<file path="src/rtl/tdc_pkg.sv">
// Shared types and helpers for the TDC measurement path.
package tdc_pkg;

  typedef enum logic [2:0] {
    ST_IDLE,
    ST_ARM,
    ST_FLIGHT,
    ST_SAMPLE,
    ST_ENCODE,
    ST_OUT
  } tdc_state_e;

  // Width needed to hold a tap count of 0..n inclusive.
  function automatic int unsigned tdc_res_width(input int unsigned n);
    return $clog2(n + 1);
  endfunction

endpackage

</file>
<file path="src/rtl/tdc_therm_encoder.sv">
// Thermometer-to-count encoder: leading-ones count from bit 0 plus bubble detect.
module tdc_therm_encoder #(
  parameter int unsigned N  = 64,
  parameter int unsigned CW = $clog2(N + 1)
) (
  input  logic [N-1:0]  therm_i,
  output logic [CW-1:0] count_o,
  output logic          bubble_o
);

  logic seen_zero;

  // Count stops at the first 0; any later 1 flags a bubble without correcting the count.
  always_comb begin
    count_o   = '0;
    bubble_o  = 1'b0;
    seen_zero = 1'b0;
    for (int unsigned i = 0; i < N; i++) begin
      if (!therm_i[i]) begin
        seen_zero = 1'b1;
      end else if (seen_zero) begin
        bubble_o = 1'b1;
      end else begin
        count_o = CW'(i + 1);
      end
    end
  end

endmodule

</file>
<file path="src/rtl/tdc_meas_ctrl.sv">
// TDC measurement sequencer: drain line, launch pulse, double-capture taps,
// encode, and hand the result out over valid/ready.
module tdc_meas_ctrl
  import tdc_pkg::*;
#(
  parameter int unsigned N      = 64,
  parameter int unsigned SETTLE = 2,
  parameter int unsigned CW     = tdc_res_width(N)
) (
  input  logic          clk,
  input  logic          rst_n,
  input  logic          start_i,
  output logic          pulse_o,
  input  logic [N-1:0]  meas_i,
  output logic [CW-1:0] result_o,
  output logic          bubble_o,
  output logic          clr_err_o,
  output logic          valid_o,
  input  logic          ready_i,
  output logic          busy_o
);

  localparam int unsigned CNTW = (SETTLE > 1) ? $clog2(SETTLE) : 1;
  localparam logic [CNTW-1:0] CNT_LOAD = CNTW'(SETTLE - 1);

  tdc_state_e      state_q, state_d;
  logic [CNTW-1:0] cnt_q, cnt_d;
  logic [N-1:0]    cap1_q, cap1_d;
  logic [N-1:0]    cap2_q, cap2_d;
  logic            pulse_q, pulse_d;
  logic            valid_q, valid_d;
  logic [CW-1:0]   result_q, result_d;
  logic            bubble_q, bubble_d;
  logic            clr_err_q, clr_err_d;

  logic [CW-1:0]   enc_count;
  logic            enc_bubble;

  tdc_therm_encoder #(
    .N  (N),
    .CW (CW)
  ) u_enc (
    .therm_i  (cap2_q),
    .count_o  (enc_count),
    .bubble_o (enc_bubble)
  );

  always_comb begin
    state_d   = state_q;
    cnt_d     = cnt_q;
    cap1_d    = cap1_q;
    cap2_d    = cap2_q;
    pulse_d   = pulse_q;
    valid_d   = valid_q;
    result_d  = result_q;
    bubble_d  = bubble_q;
    clr_err_d = clr_err_q;

    unique case (state_q)
      ST_IDLE: begin
        pulse_d = 1'b0;
        if (start_i) begin
          state_d   = ST_ARM;
          cnt_d     = CNT_LOAD;
          clr_err_d = 1'b0;
        end
      end
      ST_ARM: begin
        // Line must have drained by the last ARM cycle; launch on the same edge.
        if (cnt_q == '0) begin
          clr_err_d = |meas_i;
          pulse_d   = 1'b1;
          state_d   = ST_FLIGHT;
        end else begin
          cnt_d = cnt_q - CNTW'(1);
        end
      end
      ST_FLIGHT: begin
        cap1_d  = meas_i;
        state_d = ST_SAMPLE;
      end
      ST_SAMPLE: begin
        cap2_d  = cap1_q;
        pulse_d = 1'b0;
        state_d = ST_ENCODE;
      end
      ST_ENCODE: begin
        result_d = enc_count;
        bubble_d = enc_bubble;
        valid_d  = 1'b1;
        state_d  = ST_OUT;
      end
      ST_OUT: begin
        if (valid_q && ready_i) begin
          valid_d = 1'b0;
          state_d = ST_IDLE;
        end
      end
      default: begin
        state_d = ST_IDLE;
      end
    endcase
  end

  always_ff @(posedge clk or negedge rst_n) begin
    if (!rst_n) begin
      state_q   <= ST_IDLE;
      cnt_q     <= '0;
      cap1_q    <= '0;
      cap2_q    <= '0;
      pulse_q   <= 1'b0;
      valid_q   <= 1'b0;
      result_q  <= '0;
      bubble_q  <= 1'b0;
      clr_err_q <= 1'b0;
    end else begin
      state_q   <= state_d;
      cnt_q     <= cnt_d;
      cap1_q    <= cap1_d;
      cap2_q    <= cap2_d;
      pulse_q   <= pulse_d;
      valid_q   <= valid_d;
      result_q  <= result_d;
      bubble_q  <= bubble_d;
      clr_err_q <= clr_err_d;
    end
  end

  assign pulse_o   = pulse_q;
  assign valid_o   = valid_q;
  assign result_o  = result_q;
  assign bubble_o  = bubble_q;
  assign clr_err_o = clr_err_q;
  assign busy_o    = (state_q != ST_IDLE);

endmodule

</file>
<file path="config.mk">
export PLATFORM = sky130hd
export DESIGN_NAME = tdc_meas_ctrl
export DESIGN_NICKNAME = d
export VERILOG_FILES = /design/src/rtl/tdc_pkg.sv /design/src/rtl/tdc_therm_encoder.sv /design/src/rtl/tdc_meas_ctrl.sv
export SDC_FILE = /design/constraint.sdc
export NUM_CORES = 1
export LEC_CHECK = 0
export ABC_AREA = 1
export CORE_MARGIN = 4
export CORE_UTILIZATION = 60
export CTS_CLUSTER_DIAMETER = 40
export DETAILED_ROUTE_END_ITERATION = 8
export PLACE_DENSITY = 0.85
export REMOVE_ABC_BUFFERS = 1
export SYNTH_ARGS = -nofsm -noshare
export SYNTH_HDL_FRONTEND = slang
export SYNTH_SLANG_ARGS = --single-unit
</file>
<file path="constraint.sdc">
create_clock -name clk -period 10.1 [get_ports clk]
set_input_delay 1.515 -clock clk [delete_from_list [all_inputs] [get_ports clk]]
set_output_delay 1.515 -clock clk [all_outputs]
set_load 0.05 [all_outputs]
</file>
==> impl_results.md <==
* Antenna Cells at 0
* Sequential fraction of the synthesis area at between 50% and 60%
* Post-synth top area share at approximately 51%
* Required time of the critical path at between 10000 and 15000 ps
* Gr ovfl total at 0
* Pre-CTS setup slack at 5340 ps
* Multi-input logic area at just under 3000 um^2
* Adder-cell share of the synthesized area at 0%
* Clock skew at 5.46 ps
* Simple-gate portion of the synthesized area at between 20% and 30%
* Worst-path fanout max at 6
* Final Net Count at 918
* CTS Hold Buffers Added at 0
* Worst-margin pin slew at approximately 1100 ps
* Setup repair bufs after CTS at 0
* Non-Filler Instances at ~1000
* Met3 wire len at between 800 and 900 um
* Port Buf Inserts at 79
* Longest Clk Path Bufs at 2
* CTS tree: built
* Final setup vio count at 0
* Clk slew on worst S/H paths at about 60 ps
* Reg2reg setup slack at 5250 ps
* Crit path DAT at 5170 ps
* CP Launch Type: register
* Placer congestion estimate at just over 0.9
* DRC Markers at 0
* Synth Flop Type: dfrtp_1
* Most frequent cells in the layout: dfrtp_1 (143), nand2_1 (121), inv_1 (106)
* Max Slew Vio Count at 0
* WL final at 16200 um
* F_max at a little over 0.2 GHz
* FF+latch area at about 3600 um^2
* RSZ-0062 raised after global routing: no
* Fraction of synthesized area in multiplexers at 7.09%
* Initial antenna violation count at 0
* Share of layout cells above drive strength 1 at approximately an eighth
* WHS at around 490 ps
* Synth Cell Area at between 6000 and 7000 um^2
* H-tree depth at 4
* Avg Synthesized Cell Area at between 9 and 10 um^2
* Die Y at 116 um
* Final cycle utilization of the critical path at around 48%
* Largest area contributor in the netlist: dfrtp_1
* Largest net degree at the start of global routing at 94
* Synth Register Bits at 143
* Peak VDD IR at 226 uV
* GRT Resource Usage Total at between 20% and 30%
* DRT iter0 DRCs at 432
* Slowest Stage Delay on Critical Path at around 410 ps
* Async set-reset flop share out of synthesis at 100%
* Syn Inst Count at about 770
* Cell variety after synth at 35
* CTS root buffer: clkbuf_16
* Post-synth EDFFs at 0
* Critical-path top delay cell: dfrtp_1
* Vias in the first global route at approximately 5800
* Final TNS setup at 0 ps
* Top layer in use: met4
* Xor and xnor area share after synthesis at 0%
* Post-CTS Resized at 0
* DP Area at 7910 um^2
* Leakage at between 4 and 5 nW
* Min cycle time layout at roughly 4900 ps
* Design Area, Final at roughly 8500 um^2
* Clock latency at the later pin of the worst-skew pair at 430 ps
* Die ar. at approximately 13000 um^2
* Filler cells at between 700 and 800
* First-pass iteration count of the detailed router at 5
* Via density at 5.66
* Initial Utilization at roughly three fifths
* Area growth syn-to-layout at 22.0%
* Synth warnings at 0
* Pwr/cell area at 306 nW/um^2
* Metal-1 WL at roughly 7000 um
* Critical path class: register to register
* I/O pin count at 80
* Setup crit end: bubble_o$_DFFE_PN0P_
* Compound-Gate Fraction of Synth Area at between 10% and 20%
* Met2 wire length at roughly 7900 um
* Crit. End Element: register
* Die W at ~120 um
* Wire per inst at around 16 um
* Worst setup margin at about 5200 ps
* Top post-synthesis cells by area: dfrtp_1 (51%), mux2_2 (7.1%), nand2_1 (6.5%), inv_1 (5.7%), a21oi_1 (4.9%)
* Status: finished, final reports clean
* Core ar. at 11400 um^2
* Vias at roughly 5700
* Total Power at approximately 2.6 mW
* Slew headroom at 28.0%
* Row cnt at 39
* Setup crit start: cap2_q[1]$_DFFE_PN0N_
* Worst reg-to-reg path cell count at 33
* Clock sink count at about 140
* Hold Violations, Final at 0
* DP HPWL at between 10000 and 15000 um
* Main combinational cell family by area after synthesis: simple AND/OR/NAND/NOR gates
* Hold Crit Class: register to register
* Placed instance count at between 900 and 1000
* Maxcap violations at 0
* Final antenna-violating net count at 0
* Start of the worst register-to-register path: cap2_q[1]$_DFFE_PN0N_
* R2r endpoint: bubble_o$_DFFE_PN0P_
* First-pass GRT wire length at 27700 um
* Commonest non-fill, non-tap cell in the layout: dfrtp_1
* Inserted Clock Buffers at 17
* Post-layout util at 74.7%
power breakdown:
part           internal, mW  switching (mW)  total (mW)
Combinational         0.338           0.501       0.839
Clock                 0.426           0.228       0.653
Sequential            0.859           0.261        1.12
layer usage:
layer / vias to the layer above / GRT usage (%)
met4: 0 / 10.7
met1: 2709 / 34.8
met2: 193 / 42.5
li1: 2747 / -
met5: - / 0
met3: 38 / 5.85
cells in the mapped netlist, drive strengths merged (6+ instances only):
cell type	count
a21oi	69
nor3	14
nor4	11
inv	106
mux2	44
nand2	124
o21ai	53
nand3	32
buf	6
nand4	32
clkbuf	18
dfrtp	143
nor2	98
layout make-up:
class,count,area share [%]
Timing Repair Buffer,81,9.46
Multi-Input combinational cell,500,34.5
Clock buffer,26,6.09
Sequential cell,143,41.9
Tap cell,143,2.10
Clock inverter,5,1.17
Inverter,107,4.71
kinds of logic after synthesis:
kind of cell,Yosys count
and+or+nand+nor,313
AOI/OAI and AO/OA,143
DFF,143
buffers and inverters,131
muxes,44
worst max-delay path: cells and delay by family (launching register included):
kind | cells | cell delay, ps
DFF | 1 | 410
and+or+nand+nor | 33 | 4320
flip-flops by register name, summed over array words and instances (netlist names):
name	flops
pulse_o	1
result_o	7
bubble_o	1
clr_err_o	1
cap2_q	64
state_q	3
valid_o	1
cnt_q	1
cap1_q	64
how the worst min path moves through the flow:
| stage | from | to | slack (ps) | cells past startpoint |
|---|---|---|---|---|
| final | cap1_q[6]$_DFFE_PN0N_ | cap1_q[6]$_DFFE_PN0N_ | 490 | 2 |
| after global placement | cap1_q[61]$_DFFE_PN0N_ | cap1_q[61]$_DFFE_PN0N_ | 460 | 2 |
| after global routing | cap1_q[63]$_DFFE_PN0N_ | cap1_q[63]$_DFFE_PN0N_ | 500 | 2 |
| after CTS | cap1_q[63]$_DFFE_PN0N_ | cap1_q[63]$_DFFE_PN0N_ | 490 | 2 |
| after detailed placement | cap1_q[63]$_DFFE_PN0N_ | cap1_q[63]$_DFFE_PN0N_ | 470 | 2 |
| after floorplan | cap1_q[0]$_DFFE_PN0N_ | cap1_q[0]$_DFFE_PN0N_ | 450 | 2 |
No activity file was read; power rests on OpenSTA's default activity.
==> edit (same settings) <==
Make the reset (`rst_n`) synchronous in one clocked block.
--- a/src/rtl/tdc_meas_ctrl.sv
+++ b/src/rtl/tdc_meas_ctrl.sv
@@ -103,5 +103,5 @@
   end
 
-  always_ff @(posedge clk or negedge rst_n) begin
+  always_ff @(posedge clk) begin
     if (!rst_n) begin
       state_q   <= ST_IDLE;
Behaviour: differs if rst_n is asserted again (counterexample within 4 cycles, from zero or initial values and one cycle with rst_n low); with rst_n held inactive, the same outputs for 4 cycles.
==> edit against the original RTL <==
  * Wire length is 4.1% lower
  * Final area is 9.6% lower
  * Core utilization hardly changed
  * Sequential cell count stayed put
  * Setup slack worse by 0.22 ns
  * Area after synthesis is 9.0% lower
  * Critical path type unchanged
  * Critical endpoint is now result_o[4]$_SDFFE_PN0P_
  * Largest cell class is now multi-input combinational cells
Power is not compared: it rests on default switching activity, and its combinational part moved more than twofold at a synthesized area within 25%.
==> edit: results (changes against the original RTL) <==
rrSetupSlack_ns: 5.03  # -0.22 ns
status: "completed"
grt_pass1_wl_um: 26100  # -5.6%
dp_hpwl_um: 10400  # -6.9%
stdcell_count: 1061  # +5.6%
dpl.cell_count: 1032  # +6.0%
ys_types: 26  # -26%
min_to: "cap1_q[22]$_SDFFE_PN0P_"
via_per_inst: 5.70  # +0.75%
layout-drive-gt1-share_pct: 7.14  # -5.6 points
grt_usage_pct: 25.2  # -1.1 points
fin_nets: 983  # +7.1%
drt-initial-drc-count: 551  # +28%
fill_cells: 772  # +0.78%
reg2reg_from: "cap2_q[2]$_SDFFE_PN0N_"
ys_seq_area_share_pct: 45.0  # -6.2 points
hp-start: "cap1_q[22]$_SDFFE_PN0P_"
wire_per_inst_um: 14.7  # -9.2%
grt_max_degree: 132  # +40%
synthCells: 857  # +11%
finClkSkew_ns: 0.00989  # +0.00443 ns
grt_pass1_vias: 5737  # -1.2%
post_dp_cell_area_sq_mm: 0.00719  # -9.2%
ys_async_sr_fraction_pct: 0  # -100 points
cts_root_buf: "clkbuf_8"
[edit: final cells by class]
type	count	share of cell area (%)
Timing Repair Buffer	82	10.5
Tap cell	136	2.21
Sequential cell	143	37.1
Clock buffer	18	5.55
Clock inverter	11	1.25
Inverter	110	5.35
Multi-Input combinational cell	561	38.0
[edit: worst max-delay path: cells and delay by family (launching register included)]
family / cells / cell delay [ns]
flip-flops: 1 / 0.40
AO/OA/AOI/OAI: 1 / 0.07
AND/OR/NAND/NOR: 32 / 4.48
[edit: cell families (layout without fill, tap and decap cells)]
group | after synthesis | in the layout | share of synthesized area (%)
compound gates | 309 | 309 | 24.8
simple gates | 252 | 252 | 21.2
flops | 143 | 143 | 45.0
buf+inv | 153 | 221 | 9.02
[edit: per-layer routing]
layer | up-vias | global-route usage, % | wire [um]
met3 | 35 | 5.24 | 869
li1 | 3036 | - | -
met5 | - | 0 | 0
met1 | 2773 | 30.4 | 6620
met2 | 205 | 44.2 | 7680
met4 | 0 | 9.20 | 379
